===== src/rtl/amba3_apb_arbiter_if.sv =====
// Requester-side and APB-side signal bundle for amba3_apb_arbiter.
// Latency: n/a (wires only). Backpressure: requesters hold req until done; APB side stalls on pready.
// Ports: req/req_addr/req_write/req_wdata in, done/rsp_* out (requester side);
//        psel/penable/pwrite/paddr/pwdata out, prdata/pready/pslverr in (APB side).
interface amba3_apb_arbiter_if #(
    parameter int NUM_REQ   = 4,
    parameter int ADDR_BITS = 32,
    parameter int DATA_BITS = 32
);
    localparam int IW = (NUM_REQ > 1) ? $clog2(NUM_REQ) : 1;

    // requester side
    logic [NUM_REQ-1:0]           req;
    logic [NUM_REQ*ADDR_BITS-1:0] req_addr;
    logic [NUM_REQ-1:0]           req_write;
    logic [NUM_REQ*DATA_BITS-1:0] req_wdata;
    logic [NUM_REQ-1:0]           done;
    logic [IW-1:0]                rsp_id;
    logic [DATA_BITS-1:0]         rsp_rdata;
    logic                         rsp_slverr;
    logic                         rsp_timeout;
    logic                         busy;

    // APB side
    logic                         psel;
    logic                         penable;
    logic                         pwrite;
    logic [ADDR_BITS-1:0]         paddr;
    logic [DATA_BITS-1:0]         pwdata;
    logic [DATA_BITS-1:0]         prdata;
    logic                         pready;
    logic                         pslverr;

    // arbiter view
    modport master (
        input  req, req_addr, req_write, req_wdata, prdata, pready, pslverr,
        output done, rsp_id, rsp_rdata, rsp_slverr, rsp_timeout, busy,
        output psel, penable, pwrite, paddr, pwdata
    );

    // requesters + APB slave view
    modport slave (
        output req, req_addr, req_write, req_wdata, prdata, pready, pslverr,
        input  done, rsp_id, rsp_rdata, rsp_slverr, rsp_timeout, busy,
        input  psel, penable, pwrite, paddr, pwdata
    );
endinterface


===== src/rtl/amba3_apb_arbiter.sv =====
// Round-robin arbiter sharing one AMBA 3 APB master port between NUM_REQ requesters.
// Latency: grant sampled in IDLE, SETUP next cycle, done pulse 3 cycles after grant plus APB wait states.
// Backpressure: requesters hold req until done; slave stalls with pready, optional TIMEOUT abort.
// Ports: pclk (clock), preset (async active-high reset), bus (amba3_apb_arbiter_if.master).
module amba3_apb_arbiter #(
    parameter int NUM_REQ   = 4,
    parameter int ADDR_BITS = 32,
    parameter int DATA_BITS = 32,
    parameter int TIMEOUT   = 0
) (
    input  logic                  pclk,
    input  logic                  preset,
    amba3_apb_arbiter_if.master   bus
);
    localparam int IW      = (NUM_REQ > 1) ? $clog2(NUM_REQ) : 1;
    localparam int CW      = (TIMEOUT > 1) ? $clog2(TIMEOUT) : 1;
    localparam int TO_LAST = (TIMEOUT > 0) ? TIMEOUT - 1 : 0;

    typedef enum logic [1:0] {S_IDLE, S_SETUP, S_ACCESS, S_DONE} state_t;

    state_t                 r_state;
    logic [IW-1:0]          r_rr_ptr;
    logic [CW-1:0]          r_wait;
    logic                   r_psel;
    logic                   r_penable;
    logic                   r_pwrite;
    logic [ADDR_BITS-1:0]   r_paddr;
    logic [DATA_BITS-1:0]   r_pwdata;
    logic [NUM_REQ-1:0]     r_done;
    logic [IW-1:0]          r_rsp_id;
    logic [DATA_BITS-1:0]   r_rsp_rdata;
    logic                   r_rsp_slverr;
    logic                   r_rsp_timeout;
    logic                   r_busy;

    logic                   w_gnt_vld;
    logic [IW-1:0]          w_gnt_idx;
    logic [IW-1:0]          w_cand;
    logic                   w_to_hit;
    logic                   w_acc_end;

    // Walk candidates from the farthest offset back to rr_ptr itself, so the
    // last hit (closest to rr_ptr in wrap order) wins.
    always_comb begin
        w_gnt_vld = 1'b0;
        w_gnt_idx = '0;
        w_cand    = '0;
        for (int k = NUM_REQ - 1; k >= 0; k--) begin
            w_cand = IW'((int'(r_rr_ptr) + k) % NUM_REQ);
            if (bus.req[w_cand]) begin
                w_gnt_vld = 1'b1;
                w_gnt_idx = w_cand;
            end
        end
    end

    // Counter holds the index of the current ACCESS cycle; the abort fires
    // on the TIMEOUT-th ACCESS cycle if the slave is still not ready.
    assign w_to_hit  = (TIMEOUT > 0) && (r_wait == CW'(TO_LAST));
    assign w_acc_end = bus.pready || w_to_hit;

    always_ff @(posedge pclk or posedge preset) begin
        if (preset) begin
            r_state       <= S_IDLE;
            r_rr_ptr      <= '0;
            r_wait        <= '0;
            r_psel        <= 1'b0;
            r_penable     <= 1'b0;
            r_pwrite      <= 1'b0;
            r_paddr       <= '0;
            r_pwdata      <= '0;
            r_done        <= '0;
            r_rsp_id      <= '0;
            r_rsp_rdata   <= '0;
            r_rsp_slverr  <= 1'b0;
            r_rsp_timeout <= 1'b0;
            r_busy        <= 1'b0;
        end else begin
            case (r_state)
                S_IDLE: begin
                    if (w_gnt_vld) begin
                        r_state  <= S_SETUP;
                        r_busy   <= 1'b1;
                        r_psel   <= 1'b1;
                        r_rsp_id <= w_gnt_idx;
                        r_paddr  <= bus.req_addr[w_gnt_idx*ADDR_BITS +: ADDR_BITS];
                        r_pwdata <= bus.req_wdata[w_gnt_idx*DATA_BITS +: DATA_BITS];
                        r_pwrite <= bus.req_write[w_gnt_idx];
                    end
                end
                S_SETUP: begin
                    r_state   <= S_ACCESS;
                    r_penable <= 1'b1;
                    r_wait    <= '0;
                end
                S_ACCESS: begin
                    r_wait <= r_wait + CW'(1);
                    if (w_acc_end) begin
                        r_state            <= S_DONE;
                        r_psel             <= 1'b0;
                        r_penable          <= 1'b0;
                        r_done[r_rsp_id]   <= 1'b1;
                        // pready has priority: a response on the last allowed cycle is not a timeout
                        r_rsp_timeout      <= !bus.pready;
                        r_rsp_slverr       <= bus.pready ? bus.pslverr : 1'b1;
                        r_rsp_rdata        <= (bus.pready && !r_pwrite) ? bus.prdata : '0;
                    end
                end
                S_DONE: begin
                    // req is deliberately not looked at here
                    r_state  <= S_IDLE;
                    r_busy   <= 1'b0;
                    r_done   <= '0;
                    r_rr_ptr <= (int'(r_rsp_id) == NUM_REQ - 1) ? '0 : r_rsp_id + IW'(1);
                end
                default: r_state <= S_IDLE;
            endcase
        end
    end

    assign bus.psel        = r_psel;
    assign bus.penable     = r_penable;
    assign bus.pwrite      = r_pwrite;
    assign bus.paddr       = r_paddr;
    assign bus.pwdata      = r_pwdata;
    assign bus.done        = r_done;
    assign bus.rsp_id      = r_rsp_id;
    assign bus.rsp_rdata   = r_rsp_rdata;
    assign bus.rsp_slverr  = r_rsp_slverr;
    assign bus.rsp_timeout = r_rsp_timeout;
    assign bus.busy        = r_busy;
endmodule


===== src/flat_wrapper.sv =====
// flat-port wrapper written by rule: the top's interface ports become plain ports
module amba3_apb_arbiter_flat 
#(
    parameter int NUM_REQ   = 4,
    parameter int ADDR_BITS = 32,
    parameter int DATA_BITS = 32,
    parameter int TIMEOUT   = 0
)
  (pclk, preset, bus_req, bus_req_addr, bus_req_write, bus_req_wdata, bus_prdata, bus_pready, bus_pslverr, bus_done, bus_rsp_id, bus_rsp_rdata, bus_rsp_slverr, bus_rsp_timeout, bus_busy, bus_psel, bus_penable, bus_pwrite, bus_paddr, bus_pwdata);
  amba3_apb_arbiter_if #(.NUM_REQ(NUM_REQ), .ADDR_BITS(ADDR_BITS), .DATA_BITS(DATA_BITS)) bus_i ();
  input  logic pclk;
  input  logic preset;
  input wire logic [$bits(bus_i.req)-1:0] bus_req;
  input wire logic [$bits(bus_i.req_addr)-1:0] bus_req_addr;
  input wire logic [$bits(bus_i.req_write)-1:0] bus_req_write;
  input wire logic [$bits(bus_i.req_wdata)-1:0] bus_req_wdata;
  input wire logic [$bits(bus_i.prdata)-1:0] bus_prdata;
  input wire logic [$bits(bus_i.pready)-1:0] bus_pready;
  input wire logic [$bits(bus_i.pslverr)-1:0] bus_pslverr;
  output wire logic [$bits(bus_i.done)-1:0] bus_done;
  output wire logic [$bits(bus_i.rsp_id)-1:0] bus_rsp_id;
  output wire logic [$bits(bus_i.rsp_rdata)-1:0] bus_rsp_rdata;
  output wire logic [$bits(bus_i.rsp_slverr)-1:0] bus_rsp_slverr;
  output wire logic [$bits(bus_i.rsp_timeout)-1:0] bus_rsp_timeout;
  output wire logic [$bits(bus_i.busy)-1:0] bus_busy;
  output wire logic [$bits(bus_i.psel)-1:0] bus_psel;
  output wire logic [$bits(bus_i.penable)-1:0] bus_penable;
  output wire logic [$bits(bus_i.pwrite)-1:0] bus_pwrite;
  output wire logic [$bits(bus_i.paddr)-1:0] bus_paddr;
  output wire logic [$bits(bus_i.pwdata)-1:0] bus_pwdata;
  assign bus_i.req = bus_req;
  assign bus_i.req_addr = bus_req_addr;
  assign bus_i.req_write = bus_req_write;
  assign bus_i.req_wdata = bus_req_wdata;
  assign bus_i.prdata = bus_prdata;
  assign bus_i.pready = bus_pready;
  assign bus_i.pslverr = bus_pslverr;
  assign bus_done = bus_i.done;
  assign bus_rsp_id = bus_i.rsp_id;
  assign bus_rsp_rdata = bus_i.rsp_rdata;
  assign bus_rsp_slverr = bus_i.rsp_slverr;
  assign bus_rsp_timeout = bus_i.rsp_timeout;
  assign bus_busy = bus_i.busy;
  assign bus_psel = bus_i.psel;
  assign bus_penable = bus_i.penable;
  assign bus_pwrite = bus_i.pwrite;
  assign bus_paddr = bus_i.paddr;
  assign bus_pwdata = bus_i.pwdata;
  amba3_apb_arbiter #(.NUM_REQ(NUM_REQ), .ADDR_BITS(ADDR_BITS), .DATA_BITS(DATA_BITS), .TIMEOUT(TIMEOUT)) u_core (.pclk(pclk), .preset(preset), .bus(bus_i));
endmodule

===== config.mk =====
export PLATFORM = sky130hd
export DESIGN_NAME = amba3_apb_arbiter_flat
export DESIGN_NICKNAME = d
export VERILOG_FILES = /design/src/rtl/amba3_apb_arbiter_if.sv /design/src/rtl/amba3_apb_arbiter.sv /design/src/flat_wrapper.sv
export SDC_FILE = /design/constraint.sdc
export NUM_CORES = 1
export LEC_CHECK = 0
export CAP_MARGIN = 5
export CORE_AREA = 3 3 157 159
export DETAILED_ROUTE_END_ITERATION = 10
export DIE_AREA = 0 0 160 162
export GPL_TIMING_DRIVEN = 0
export PLACE_DENSITY = 0.6
export SLEW_MARGIN = 10
export SYNTH_ARGS = -nofsm -noshare
export SYNTH_HDL_FRONTEND = slang
export SYNTH_SLANG_ARGS = --single-unit

===== constraint.sdc =====
create_clock -name pclk -period 6.4 [get_ports pclk]
set_input_delay 0.64 -clock pclk [delete_from_list [all_inputs] [get_ports pclk]]
set_output_delay 0.64 -clock pclk [all_outputs]
set_load 0.02 [all_outputs]

# Word-level counts from Yosys, hierarchy flattened
# Cells that the tools add are included.
# Widths: inputs -> output; s select.
# classes
order_cmp	7
bitwise_logic	1
n_eq_ne	6
shifts	2
reduce_logical	16
n_addsub	4
muxes	32
# op_table
operator	count
$shiftx 128x8->32	2
$mux 32	1
$lt 2x3->1 const B	6
$mux 2	7
$mux 1	12
$reduce_and 2->1	6
$bmux 1 s2	5
$pmux 2 s4	1
$pmux 4 s2	1
$reduce_bool 2->1	4
$pmux 1 s2	3
$add 2x1->2 const B	2
$add 2x2->2 const B	2
$eq 2x1->1 const B	2
$eq 2x2->1 const B	2
$mux 4	1
$or 4x4->4	1
$reduce_and 3->1	1
$demux 1 s2	1
$ge 2x1->1 const B	1
$logic_and 1x1->1	2
$logic_not 1->1	2
$logic_not 2->1	1
$ne 2x1->1 const B	1
$ne 2x2->1 const B	1
# word_totals
regBits	112
out_inout_bits	108
inputBits	300
elab_cells	81

# Longest topological paths before layout
# Gate-level depths: netlist (run 1).
# depth
word_depth	9
mapped_depth	8
depth_no_buf	6

# Least setup slack after synthesis (run 1)
# OpenSTA, ideal clock, no wires.
# synth_timing
path_kind	input-to-reg
startpoint	input port bus_req[1]
endpoint	register u_core.r_paddr[0], in the netlist u_core.bus.paddr[0]
setup_slack_ps	4492
path_buffers	2
arrival_ps	1775
path_stages	6
cell_sequence	nor4_2 -> nand2b_1 -> or2_1 -> buf_4 -> buf_4 -> o221ai_2
# synth_between
elab_chain_cells	7
# synth_rtl
item	line_no	rtl
start, declared	flat_wrapper.sv:13	input wire logic [$bits(bus_i.req)-1:0] bus_req;
$bmux 1 s2	amba3_apb_arbiter.sv:50	if (bus.req[w_cand]) begin
$mux 1 (implied by the code)	amba3_apb_arbiter.sv:50	
$mux 2 or $mux 1 (tied branches) (4 in series)	amba3_apb_arbiter.sv:50	
$shiftx 128x8->32 or $reduce_and 2->1 (tied branches)	-	
end signal, assigned	amba3_apb_arbiter.sv:86	r_paddr <= bus.req_addr[w_gnt_idx*ADDR_BITS +: ADDR_BITS];
end, declared	amba3_apb_arbiter.sv:27	logic [ADDR_BITS-1:0] r_paddr;
# Parallel ways exist; a longest one is shown, timed or not. The select of a mux whose other input is x is not followed.
# A chain may end at the register's enable or synchronous reset.

# Worst setup path in the final report (run 1)
# layout_timing
startpoint	input port bus_req[1]
endpoint	register u_core.r_pwdata[0], in the netlist u_core.bus.pwdata[0]
# layout_between
elab_chain_cells	7
# layout_rtl
item	line_no	rtl
$bmux 1 s2	amba3_apb_arbiter.sv:50	
$mux 1 (implied by the code)	amba3_apb_arbiter.sv:50	
$mux 2 or $mux 1 (tied branches) (4 in series)	amba3_apb_arbiter.sv:50	
$shiftx 128x8->32 or $reduce_and 2->1 (tied branches)	-	
end signal, assigned	amba3_apb_arbiter.sv:87	r_pwdata <= bus.req_wdata[w_gnt_idx*DATA_BITS +: DATA_BITS];
end, declared	amba3_apb_arbiter.sv:28	logic [DATA_BITS-1:0] r_pwdata;
# Parallel ways exist; a longest one is shown, timed or not. The select of a mux whose other input is x is not followed.

==> impl_results.md, run 1 <==
- Outcome: finished clean
- Io pins: 408
- Hold Path Stages: 2
- Nets@finish: around 1300
- Largest family of logic cells by synthesized area: multiplexers
- Area Growth Syn to Fin: 71.8%
- Clock Skew: 0.0106 ns
- Post-synthesis xor/xnor area fraction: 0%
- Mapped cell area: between 6000 and 7000 um^2
- Initial core utilization: 28.7%
- Multiplexer share of the synthesized area: between 20% and 30%
- Synth top area share: a little over two fifths
- Clk sinks: between 100 and 150
- Router iterations before antenna repair: 4
- Grt ovf: 0
- Sequential power share: between 20% and 30%
- Levels on crit path: 7
- DR vias/cell: 4.65
- HP Class: reg2reg
- CTS Hold Bufs: 0
- Relative slew slack: a little under two thirds
- Clk Latency, worst-skew pair: 0.37 ns
- Final hold slack: between 0.4 and 0.5 ns
- Cell variety after synth: 27
- Drt wl/cell: 20.3 um
- Initial antenna violation count: 3
- Clock power frac: around an eighth
- Die Span Y: about 160 um
- Core ar.: between 20000 and 25000 um^2
- Syn avg cell area: about 11 um^2
- Max VDD drop: around 0.16 mV
- Largest net degree at the start of global routing: slightly above 60
- Switching pwr: about 2100 uW
- Tcrit/Tclk final: approximately two fifths
- Htree depth: 3
- RSZ-0062 raised after global routing: false
- Fraction of the yosys area taken by sequential cells: 41.7%
- CTS tree: built
- First-pass GRT wire length: around 41000 um
- CTS Buf Count: 9
- Final hold viol count: 0
- Post-Synth Simple-Gate Area: 10.7%
- Setup_tns: 0 ns
- Most frequent cells in the layout: clkdlybuf4s50_1, mux2i_1, nand2_1, dfrtp_1, o221ai_2
- Critical path launch point type: input port
- CP peak stage delay: roughly 0.48 ns
- Int Power: ~2900 uW
- Synth area leaders: dfrtp_1, mux2i_1, o221ai_2
- DP HPWL: between 20000 and 25000 um
- Yosys warnings: 0
- Leakage power: slightly below 0.005 uW
- Total Wirelength: 27000 um
- Seq cells post-synth: ~110
- Placer's final routability congestion estimate: a little under 0.8
- # DRC: 0
- Worst path required time: 6.68 ns
- Port-buffer cells: approximately 410
- Slowest CP cell: clkdlybuf4s50_1
- Leading area contributor after synthesis: dfrtp_1
- Max-Cap Viols: 0
- Setup bufs post-CTS: 0
- Reg2Reg Setup Slack: approximately 4.2 ns
- Critical-path maximum fanout: 10
- Number of global-route vias before repair: around 6500
- Comb power frac: 62.1%
- Sw Share: approximately 42%
- Clock Tree Root: clkbuf_16
- Die area: roughly 26000 um^2
- Worst path bufs/invs: 3
- Crit path DAT: roughly 2.9 ns
- Syn Inst Count: approximately 590
- Share of post-route cells with drive strength above 1: about an eighth
- R2R cell count: 8
- # rows: between 50 and 60
- Clk slew on worst S/H paths: approximately 0.090 ns
- Deepest clock path buffer count: 2
- Delay-heaviest family, CP: buffers and inverters
- Setup violators final: 0
- Synth Area in Adders: around 1.7%
- Fmax: ~380 MHz
- Final ANT Viol Nets: 0
- Worst-path cell chain: clkdlybuf4s50_1, nor4_2, nand2b_1, buf_2, clkbuf_1, nand2_1, o221ai_2
- Width of the chip: 160 um
- Post_cts resized: 0
- Gr usage total: 20.4%
- Worst setup path class: in2reg
- CP Capture Type: flip-flop
- Slew Viols, Final: 0
- Via count: about 6200
- Synthesized netlist net count: approximately 900
- Min Tclk post-route: 2.60 ns
- Most common cell after layout, fill and taps aside: clkdlybuf4s50_1
- PD cells: about 430 nW/um^2
- DR iter-0 viols: 240
- Post-synthesis compound-gate area fraction: 18.9%
- Slew @ Worst Pin: about 0.54 ns
layer usage:
metal / GRT usage, % / vias up / wire (um)
li1: - / 2973 / -
met1: 24.8 / 2938 / 11000
met2: 35.0 / 262 / 13400
met3: 5.38 / 30 / 1940
met4: 7.06 / 2 / 606
met5: 0 / - / 13
layout make-up:
type                       count  area, um^2
fill                        2261       11900
timing repair buffer         407        4090
multi-input combinational    420        3440
sequential                   112        2800
buffer                        48         438
tap                          319         399
clock buffer                  10         239
clock inverter                 6        78.8
inverter                       9        38.8
antenna                        2        5.00
worst register-to-register path, stage by stage, from the launching register on:
cell and delay, ns:
dfrtp_1 0.41, inv_1 0.10, ha_1 0.20, clkbuf_1 0.20, nand2_1 0.19, clkbuf_1 0.39, clkbuf_1 0.44, nand2_1 0.12
o21ai_0 0.09
flip-flops by register name, indices dropped and copies added, names as in the netlist, 2 cells and up:
| signal | flops |
|---|---|
| u_core.bus.done | 4 |
| u_core.bus.paddr | 32 |
| u_core.bus.pwdata | 32 |
| u_core.bus.rsp_id | 2 |
| u_core.bus.rsp_rdata | 32 |
| u_core.r_rr_ptr | 2 |
| u_core.r_state | 2 |
cell usage after synthesis, drive strengths merged:
cell     instances
clkbuf          18
a211oi           1
or2              1
mux2             3
o21ai           43
o32a             1
nor4             1
o2bb2ai          1
nand2          112
nand2b          37
nor2             5
dfrtp          112
inv              9
nor2b            1
and2             2
ha               9
a211o            1
bufbuf           4
mux2i          131
o221ai          65
nor3b            1
a21oi            3
o22ai            2
buf             26
path summary, 6_finish.rpt:
kind / endpoint / start
min in group asynchronous: u_core.bus.rsp_rdata[7] / preset
min: u_core.bus.rsp_rdata[30] / u_core.bus.rsp_rdata[30]
min reg2reg: u_core.bus.rsp_rdata[30] / u_core.bus.rsp_rdata[30]
max reg2reg: u_core.bus.rsp_rdata[4] / u_core.r_state[0]
max: u_core.bus.pwdata[0] / bus_req[1]
max in group asynchronous: u_core.bus.paddr[19] / preset
power by group through the flow:
stage | registers, uW | logic, uW | clock network (uW)
6_report | 1260 | 3090 | 621
5_1_grt | 1310 | 3320 | 663
4_1_cts | 1260 | 3150 | 639
3_5_place_dp | 1270 | 3140 | 0
3_3_place_gp | 1260 | 3130 | 0
2_1_floorplan | 1650 | 1430 | 0
through the flow:
step                worst slack, ns  std cells  total power, uW  util (%)  area (um^2)
finish                         3.80       1333             4970      49.3        11500
global route                   3.60       1333             5290      49.3        11500
CTS                            3.77       1331             5050      49.3        11500
detailed placement             3.41       1315             4410      47.9        11200
global placement              0.722       1314             4390      47.8        11200
floorplan                      2.80        589             3080         -         6710
cell families after synthesis:
kind of cell | count (synthesis)
AOI/OAI and AO/OA | 117
adders and majority gates | 9
muxes | 134
and+or+nand+nor | 160
buffers and inverters | 57
DFF | 112
Note: power is estimated with default switching activity, not from simulation.
==> run 2: changes to the inputs <==
Settings changed: CORE_AREA 3 3 157 159 to 3 3 159 161, DIE_AREA 0 0 160 162 to 0 0 162 164, PLACE_DENSITY 0.6 to 0.59.
Clock period 6.4 ns to 2.6 ns, I/O delays scaled along.
==> impl_results.md, run 2 (synthesis results as in run 1) <==
- Initial core utilization: 27.9% (-0.84 points)
- Total Wirelength: 27800 um (+2.8%)
- CP peak stage delay: 0.45 ns (-0.03 ns)
- Int Power: 6950 uW (+140%)
- Reg2Reg Setup Slack: 0.40 ns (-3.78 ns)
- Post_cts resized: 0 (unchanged)
- Clk slew on worst S/H paths: 0.08 ns (about the same)
- Final ANT Viol Nets: 0 (unchanged)
- Met2 wire len: 14300 um (+6.3%)
- Final hold viol count: 0 (unchanged)
- Met3 wire length: 1840 um (-5.1%)
- Critical-path maximum fanout: 10 (unchanged)
- FF-to-FF End: u_core.bus.rsp_rdata[3]
- Top layer in use: met4
- # rows: 57 (+1.8%)
- DR vias/cell: 4.56 (-2.0%)
- Fmax: 455 MHz
- RSZ-0062 raised after global routing: false
- Clock Skew: 0.0143 ns (+0.00370 ns)
- Setup_tns: 0 ns (unchanged)
- Most common cell after layout, fill and taps aside: clkdlybuf4s50_1
- Deepest clock path buffer count: 2 (unchanged)
- Top cell by count, worst path: clkbuf_1
- HP Class: in2async
- Comb power frac: 62.7% (+0.6 points)
- Slew @ Worst Pin: 0.578 ns (+0.0354 ns)
- Setup violators final: 0 (unchanged)
- Most frequent cells in the layout: clkdlybuf4s50_1, mux2i_1, nand2_1, dfrtp_1, o221ai_2
- Clk sinks: 112 (unchanged)
- Via count: 6111 (-1.5%)
- Die Span Y: 164 um (+1.2%)
- Clock Tree Root: clkbuf_16
- Last element of the critical path: u_core.bus.rsp_rdata[3]
- Worst path required time: 2.87 ns (-3.81 ns)
- Relative slew slack: 61.4% (-2.4 points)
- Initial antenna violation count: 1 (-2)
- CTS tree: built
- Placer's final routability congestion estimate: 0.821 (+5.2%)
- First-pass GRT wire length: 41000 um (+1.2%)
- Slew Viols, Final: 0 (unchanged)
- Io pins: 408 (unchanged)
- Max-Cap Viols: 0 (unchanged)
- Crit Reg-Reg Startpoint: u_core.r_state[0]
- Sw Share: 42.8% (+0.37 points)
- Leakage power: 0.00483 uW (about the same)
- Core ar.: 24100 um^2 (+3.0%)
- Share of post-route cells with drive strength above 1: 11.8% (+0.17 points)
- Max VDD drop: 0.383 mV (+140%)
- Slowest CP cell: clkbuf_1
- # DRC: 0 (unchanged)
- R2R cell count: 8 (unchanged)
- Nets@finish: 1318 (+0.15%)
- CTS Buf Count: 9 (unchanged)
- Clock power frac: 11.7% (-0.8 points)
- Tcrit/Tclk final: approximately 85%
- PD cells: 1050 nW/um^2 (+140%)
- Width of the chip: 162 um (+1.3%)
- Largest net degree at the start of global routing: 35 (-43%)
- Worst setup path class: reg2reg
- CTS Hold Bufs: 0 (unchanged)
- Router iterations before antenna repair: 4 (unchanged)
- DP HPWL: 22500 um (+3.1%)
- DR iter-0 viols: 259 (+7.9%)
- Placed insts: 1322 (+0.53%)
- Final Non-Filler Cells: 1339 (+0.45%)
- Critical path launch point type: flip-flop
- Worst setup startpoint: u_core.r_state[0]
- Min Tclk post-route: about 2.2 ns
- Sequential power share: 25.6% (+0.2 points)
- Grt ovf: 0 (unchanged)
- Drt wl/cell: 20.7 um (+2.4%)
- Htree depth: 3 (unchanged)
- Outcome: finished clean
- Setup bufs post-CTS: 0 (unchanged)
- Area Growth Syn to Fin: 72.0%
- Number of global-route vias before repair: 6610 (+1.1%)
- Die area: 26600 um^2 (+2.5%)
- Routed length on met1: 11300 um (+2.0%)
- Worst-path cell chain: inv_1, ha_1, clkbuf_1, nand2_1, clkbuf_1, clkbuf_1, nand2_1, o21ai_0
- Switching pwr: 5200 uW (+150%)
- Crit path DAT: 2.47 ns (-0.41 ns)
- Port-buffer cells: 406 (unchanged)
- Clk Latency, worst-skew pair: 0.36 ns (about the same)
- Gr usage total: 20.4% (-0.038 points)
- CP Capture Type: flip-flop
[run 2: changes by cell type in the layout (fill, tap and decap cells not counted)]
cell	previous run	this run
buf_12	10	13
buf_16	1	0
bufinv_16	1	0
clkinv_4	1	2
clkinvlp_4	0	1
diode_2	2	1
inv_6	3	2
[run 2: critical path, delay by kind of cell (launching register included)]
kind | cells | cell delay [ns]
AO/OA/AOI/OAI | 1 | 0.09
adder cells (fa/ha/maj) | 1 | 0.19
buffers and inverters | 4 | 1.14
flip-flops | 1 | 0.39
AND/OR/NAND/NOR | 2 | 0.30
[run 2: routing by layer]
metal	track usage [%]	vias up
met2	36.4	226
met4	5.00	0
met5	0	-
li1	-	2975
met1	25.0	2892
met3	4.51	18
[run 2: per-stage QoR]
stage / hold WS, ns / worst slack, ns / cell area, um^2 / power (uW) / utilization (%)
after floorplan: 0.409 / 0.901 / 6720 / 7590 / -
after global placement: 0.462 / -0.378 / 11200 / 10800 / 46.4
after detailed placement: 0.469 / 0.0376 / 11200 / 10900 / 46.7
after CTS: 0.312 / 0.362 / 11500 / 12400 / 47.9
after global routing: 0.351 / 0.0812 / 11500 / 13000 / 47.9
final: 0.307 / 0.402 / 11500 / 12100 / 47.9
[run 2: how the worst min path moves through the flow]
| stage | to | cells after the start | slack [ns] | start |
|---|---|---|---|---|
| 2_1_floorplan | u_core.bus.rsp_rdata[10] | 2 | 0.41 | bus_prdata[10] |
| 3_5_place_dp | u_core.bus.rsp_rdata[30] | 2 | 0.47 | u_core.bus.rsp_rdata[30] |
| 6_report | u_core.bus.rsp_rdata[5] | 2 | 0.31 | preset |
| 5_1_grt | u_core.bus.rsp_rdata[5] | 2 | 0.35 | preset |
| 3_3_place_gp | u_core.bus.rsp_rdata[0] | 2 | 0.46 | u_core.bus.rsp_rdata[0] |
| 4_1_cts | u_core.bus.rsp_rdata[5] | 2 | 0.31 | preset |
[run 2: power by group through the flow]
stage | Clock, uW | Sequential, uW | Combinational, uW
3_3_place_gp | 0 | 3120 | 7680
6_report | 1420 | 3110 | 7610
2_1_floorplan | 0 | 4060 | 3530
4_1_cts | 1480 | 3120 | 7750
3_5_place_dp | 0 | 3140 | 7730
5_1_grt | 1550 | 3230 | 8190
[run 2: cell type report]
| class | instances | area, um^2 |
|---|---|---|
| Antenna cell | 1 | 2.50 |
| Buffer | 48 | 438 |
| Clock buffer | 10 | 239 |
| Clock inverter | 6 | 57.6 |
| Fill cell | 2342 | 12600 |
| Inverter | 9 | 37.5 |
| Multi-Input combinational cell | 420 | 3440 |
| Sequential cell | 112 | 2800 |
| Tap cell | 324 | 405 |
| Timing Repair Buffer | 409 | 4120 |
==> variant 1, RTL diff (settings of run 2) <==
Encoding of `state_t`: now one-hot (4 bits for 4 states).
--- a/src/rtl/amba3_apb_arbiter.sv
+++ b/src/rtl/amba3_apb_arbiter.sv
@@ -16,7 +16,7 @@
     localparam int CW      = (TIMEOUT > 1) ? $clog2(TIMEOUT) : 1;
     localparam int TO_LAST = (TIMEOUT > 0) ? TIMEOUT - 1 : 0;
 
-    typedef enum logic [1:0] {S_IDLE, S_SETUP, S_ACCESS, S_DONE} state_t;
+    typedef enum logic [3:0] {S_IDLE = 4'b0001, S_SETUP = 4'b0010, S_ACCESS = 4'b0100, S_DONE = 4'b1000} state_t;
 
     state_t                 r_state;
     logic [IW-1:0]          r_rr_ptr;
Check against the original RTL: same outputs for any inputs over 4 cycles, from zero or initial values and one cycle with preset high; so few cycles prove little.
==> variant 1 against run 2 <==
  * Wire length down 4.6%
  * Utilization down 0.31 points
  * Count of clock-buffer cells in the layout up 9
  * Sequential cell count up 2
  * Via count up 1.7%
  * Final cell count up 0.82%
  * Worst setup slack worse by 0.065 ns
  * Combinational power down 6.3%
  * Total power up 3.5%
  * Register-to-register slack better by 0.12 ns
  * Die area unchanged
  * Cell area down 0.65%
  * Area after synthesis down 6.0%
  * Critical path type is now in -> reg
  * Largest cell class unchanged
==> variant 1: results (changes against run 2) <==
| Metric | Value |
|---|---|
| Max VDD drop | 407 uV (+6.3%) |
| Clock Pin Slew Worst Setup and Hold Paths | 0.06 ns (-0.02 ns) |
| WL per Instance | 19.6 um (-5.4%) |
| CP max FO | 10 (unchanged) |
| Hold Path Class | in -> async |
| Syn nets | 887 (-1.2%) |
| Worst Skew | 0.0131 ns (-0.00126 ns) |
| Slowest CP cell | clkdlybuf4s50_1 |
| Post-cts sizing count | 0 (unchanged) |
| Detail Placement HPWL | 21,100 um (-6.2%) |
| Final wirelength | 26,500 um (-4.6%) |
| Setup WS pre-CTS | -0.0964 ns (-0.134 ns) |
| Share of cells above drive strength 1 | 10.0% (-1.8 points) |
| Reg-to-Reg Start | u_core.r_state[0] |
| Seq/Total Area, Yosys | 45.2% (+3.5 points) |
| Root buffer cell | clkbuf_16 |
| Worst slew pin tran | 0.739 ns (+0.160 ns) |
| Hold_ws | 0.216 ns (-0.0909 ns) |
| # diodes | 0 (-1) |
| Synth area leaders | dfrtp_1 45%, mux2i_1 21%, nand2_1 6.3% |
| Post-synthesis cell count | 583 (-1.0%) |
| Largest net degree at the start of global routing | 36 (+2.9%) |
| Pleak | 5.17 nW (+7.1%) |
| Placer Congestion | 0.803 (-2.1%) |
| Initial antenna violation count | 0 (-1) |
| Cell Area, Placed | 0.0109 mm^2 (-3.2%) |
| Fillers | 2,367 (+1.1%) |
| Number of port buffers | 407 (+0.25%) |
| CTS buffer count | 17 (+8) |
| R2r endpoint | u_core.bus.pwdata[21] |
| Status | complete, no violations |
| Vias in the first global route | 6,488 (-1.8%) |
| Clock Latency Late Sink | 0.42 ns (+0.06 ns) |
| Global-route wire length before repair | 39,000 um (-4.8%) |
| R2r worst-path depth | 6 (-2) |
| CP max stage delay | 0.52 ns (+0.07 ns) |
| Initial DRC count | 262 (+1.2%) |
| Netlist cell types | 39 (+44%) |
| GR Util All Layers | 19.4% (-0.99 points) |
| Placed Cells | 1,318 (-0.30%) |
| R2R Setup Slk | 0.52 ns (+0.12 ns) |
| Post-synth top cells | 131 x mux2i_1, 113 x dfrtp_1, 106 x nand2_1 |
| Via count | 6,214 (+1.7%) |
| CTS max path bufs | 2 (unchanged) |
| H-Tree Depth | 4 (+1) |
| Data arrival, critical path | 2.52 ns (+0.05 ns) |
## variant 1: how the worst max path moves through the flow
stage / cells after the start / slack (ns) / startpoint / end
floorplan: 7 / 0.95 / u_core.r_rr_ptr[0] / u_core.bus.paddr[11]
global placement: 2 / -0.37 / preset / u_core.bus.pwdata[23]
detailed placement: 8 / -0.1 / bus_req[3] / u_core.bus.pwdata[16]
CTS: 8 / 0.35 / bus_req[3] / u_core.bus.pwdata[21]
global route: 8 / 0.11 / bus_req[3] / u_core.bus.pwdata[24]
finish: 8 / 0.34 / bus_req[3] / u_core.bus.pwdata[21]
## variant 1: cell families after synthesis
group | Yosys count | synth area share (%)
muxes | 133 | 21.1
buffers and inverters | 54 | 5.43
adders and majority gates | 4 | 0.793
and+or+nand+nor | 195 | 14.1
AOI/OAI and AO/OA | 83 | 13.3
DFF | 114 | 45.2
## variant 1: final cells by class
type | instances | area [um^2] | share of cell area [%]
timing repair buffer | 411 | 4170 | 36.3
multi-input combinational | 415 | 3120 | 27.2
sequential | 114 | 2850 | 24.9
clock buffer | 19 | 453 | 3.95
tap | 324 | 405 | 3.53
buffer | 47 | 315 | 2.75
clock inverter | 13 | 126 | 1.10
inverter | 7 | 31.3 | 0.273
## variant 1: per-layer routing
metal | share of wire (%) | track usage (%) | up-vias
li1 | - | - | 2987
met1 | 39 | 22.3 | 2953
met2 | 52 | 35.0 | 246
met3 | 7.7 | 6.25 | 28
met4 | 1.3 | 4.46 | 0
met5 | 0 | 0 | -
## variant 1: where the power goes
group / internal (mW) / switching [mW]
registers: 2.64 / 0.500
clock network: 1.38 / 0.926
logic: 3.35 / 3.78
total: 7.37 / 5.21
==> variant 2, RTL diff (config.mk and constraints of run 2) <==
Made on the original files. Reset style: synchronous (`preset`), changed in one clocked block. Comments in the files are not updated.
--- a/src/rtl/amba3_apb_arbiter.sv
+++ b/src/rtl/amba3_apb_arbiter.sv
@@ -59,7 +59,7 @@
     assign w_to_hit  = (TIMEOUT > 0) && (r_wait == CW'(TO_LAST));
     assign w_acc_end = bus.pready || w_to_hit;
 
-    always_ff @(posedge pclk or posedge preset) begin
+    always_ff @(posedge pclk) begin
         if (preset) begin
             r_state       <= S_IDLE;
             r_rr_ptr      <= '0;
Formal check against the unedited RTL: differs if preset is asserted again (counterexample within 4 cycles, from zero or initial values and one cycle with preset high); with preset held inactive, the same outputs for 4 cycles.
==> variant 2 against run 2 <==
  * Cell area decreased by 7.9%
  * Die area unchanged
  * Largest cell class unchanged
  * Area after synthesis decreased by 15%
  * Worst setup slack got worse by 0.27 ns
  * Count of clock-buffer cells in the layout decreased by 1
  * Sequential cell count unchanged
  * Wire length increased by 0.84%
  * Highest routed layer unchanged
Power is not compared: it rests on default switching activity, and its combinational part moved more than twofold at a synthesized area within 25%.
==> variant 2: results (changes against run 2) <==
| Metric | Value |
|---|---|
| R2r worst-path depth | 7 (-1) |
| Status | complete, no violations |
| Cell Area, Placed | 0.0102 mm^2 (-9.1%) |
| Placer Congestion | 0.817 (-0.43%) |
| Largest net degree at the start of global routing | 23 (-34%) |
| Fillers | 2,429 (+3.7%) |
| Async set or reset register ratio after synthesis | 0% (-100 points) |
| WL per Instance | 20.4 um (-1.7%) |
| Vias/cell | 4.90 (+7.4%) |
| DR pass1 iterations | 5 (+1) |
| Initial antenna violation count | 0 (-1) |
| Nets@finish | 1,353 (+2.7%) |
| Reg-to-Reg Start | u_core.r_rr_ptr[1] |
| Netlist cell types | 37 (+37%) |
| Syn nets | 934 (+4.0%) |
| Seq/Total Area, Yosys | 39.1% (-2.7 points) |
| Initial DRC count | 397 (+53%) |
| Compound-cell area share of the yosys netlist | 30.6% (+12 points) |
| Postcts setup bufs | 1 (+1) |
| End of the critical path | u_core.bus.paddr[3] |
| Worst Skew | 0.0132 ns (-0.00108 ns) |
| Global-route wire length before repair | 40,600 um (-0.99%) |
| R2R Setup Slk | 0.21 ns (-0.19 ns) |
| Crit. Startpoint | bus_req[2] |
| Hold_ws | 0.445 ns (+0.138 ns) |
| Hold Path Class | in -> reg |
| Detail Placement HPWL | 21,800 um (-3.3%) |
==> variant 2: cell count changes in the layout (fill, tap and decap cells not counted), moves of 17 or more <==
cell             run 2  this run
nor2_1               5        22
mux2i_1            131         2
a221o_1              0        65
dfrtp_1            112         0
mux2_2               3        34
nand3_1              0        65
nand2b_1            37         0
o221ai_2            65         0
nand2_1            112         8
clkbuf_1            18        37
mux2_1               0        32
a21oi_1              3        80
dfxtp_1              0       111
a22o_1               0        31
==> variant 2: per-stage QoR <==
| step | cells | util [%] | setup WS, ns | total power [mW] |
|---|---|---|---|---|
| 2_1_floorplan | 625 | - | 0.576 | 4.15 |
| 3_3_place_gp | 1356 | 42.4 | -0.970 | 5.94 |
| 3_5_place_dp | 1356 | 42.4 | -1.01 | 5.95 |
| 4_1_cts | 1373 | 44.0 | 0.0105 | 7.60 |
| 5_1_grt | 1373 | 44.1 | 0.0126 | 7.94 |
| 6_report | 1373 | 44.1 | 0.129 | 7.52 |
==> variant 2: metal layers <==
| metal | up-vias | global-route usage [%] | wire [um] | part of all wire, % |
|---|---|---|---|---|
| li1 | 3247 | - | - | - |
| met4 | 0 | 5.85 | 549 | 2.0 |
| met2 | 292 | 35.5 | 13900 | 50 |
| met5 | - | 0 | 0 | 0 |
| met3 | 28 | 5.35 | 2250 | 8.0 |
| met1 | 3164 | 23.4 | 11300 | 40 |
==> variant 2: cell type report <==
cell class	instances	area, um^2	share of cell area (%)
repair buffers	408	4090	38.4
inverters	6	22.5	0.212
flip-flops and latches	112	2240	21.1
well taps	324	405	3.81
plain buffers	62	288	2.71
clock inverters	7	108	1.01
clock buffers	9	225	2.12
multi-input cells	445	3250	30.6
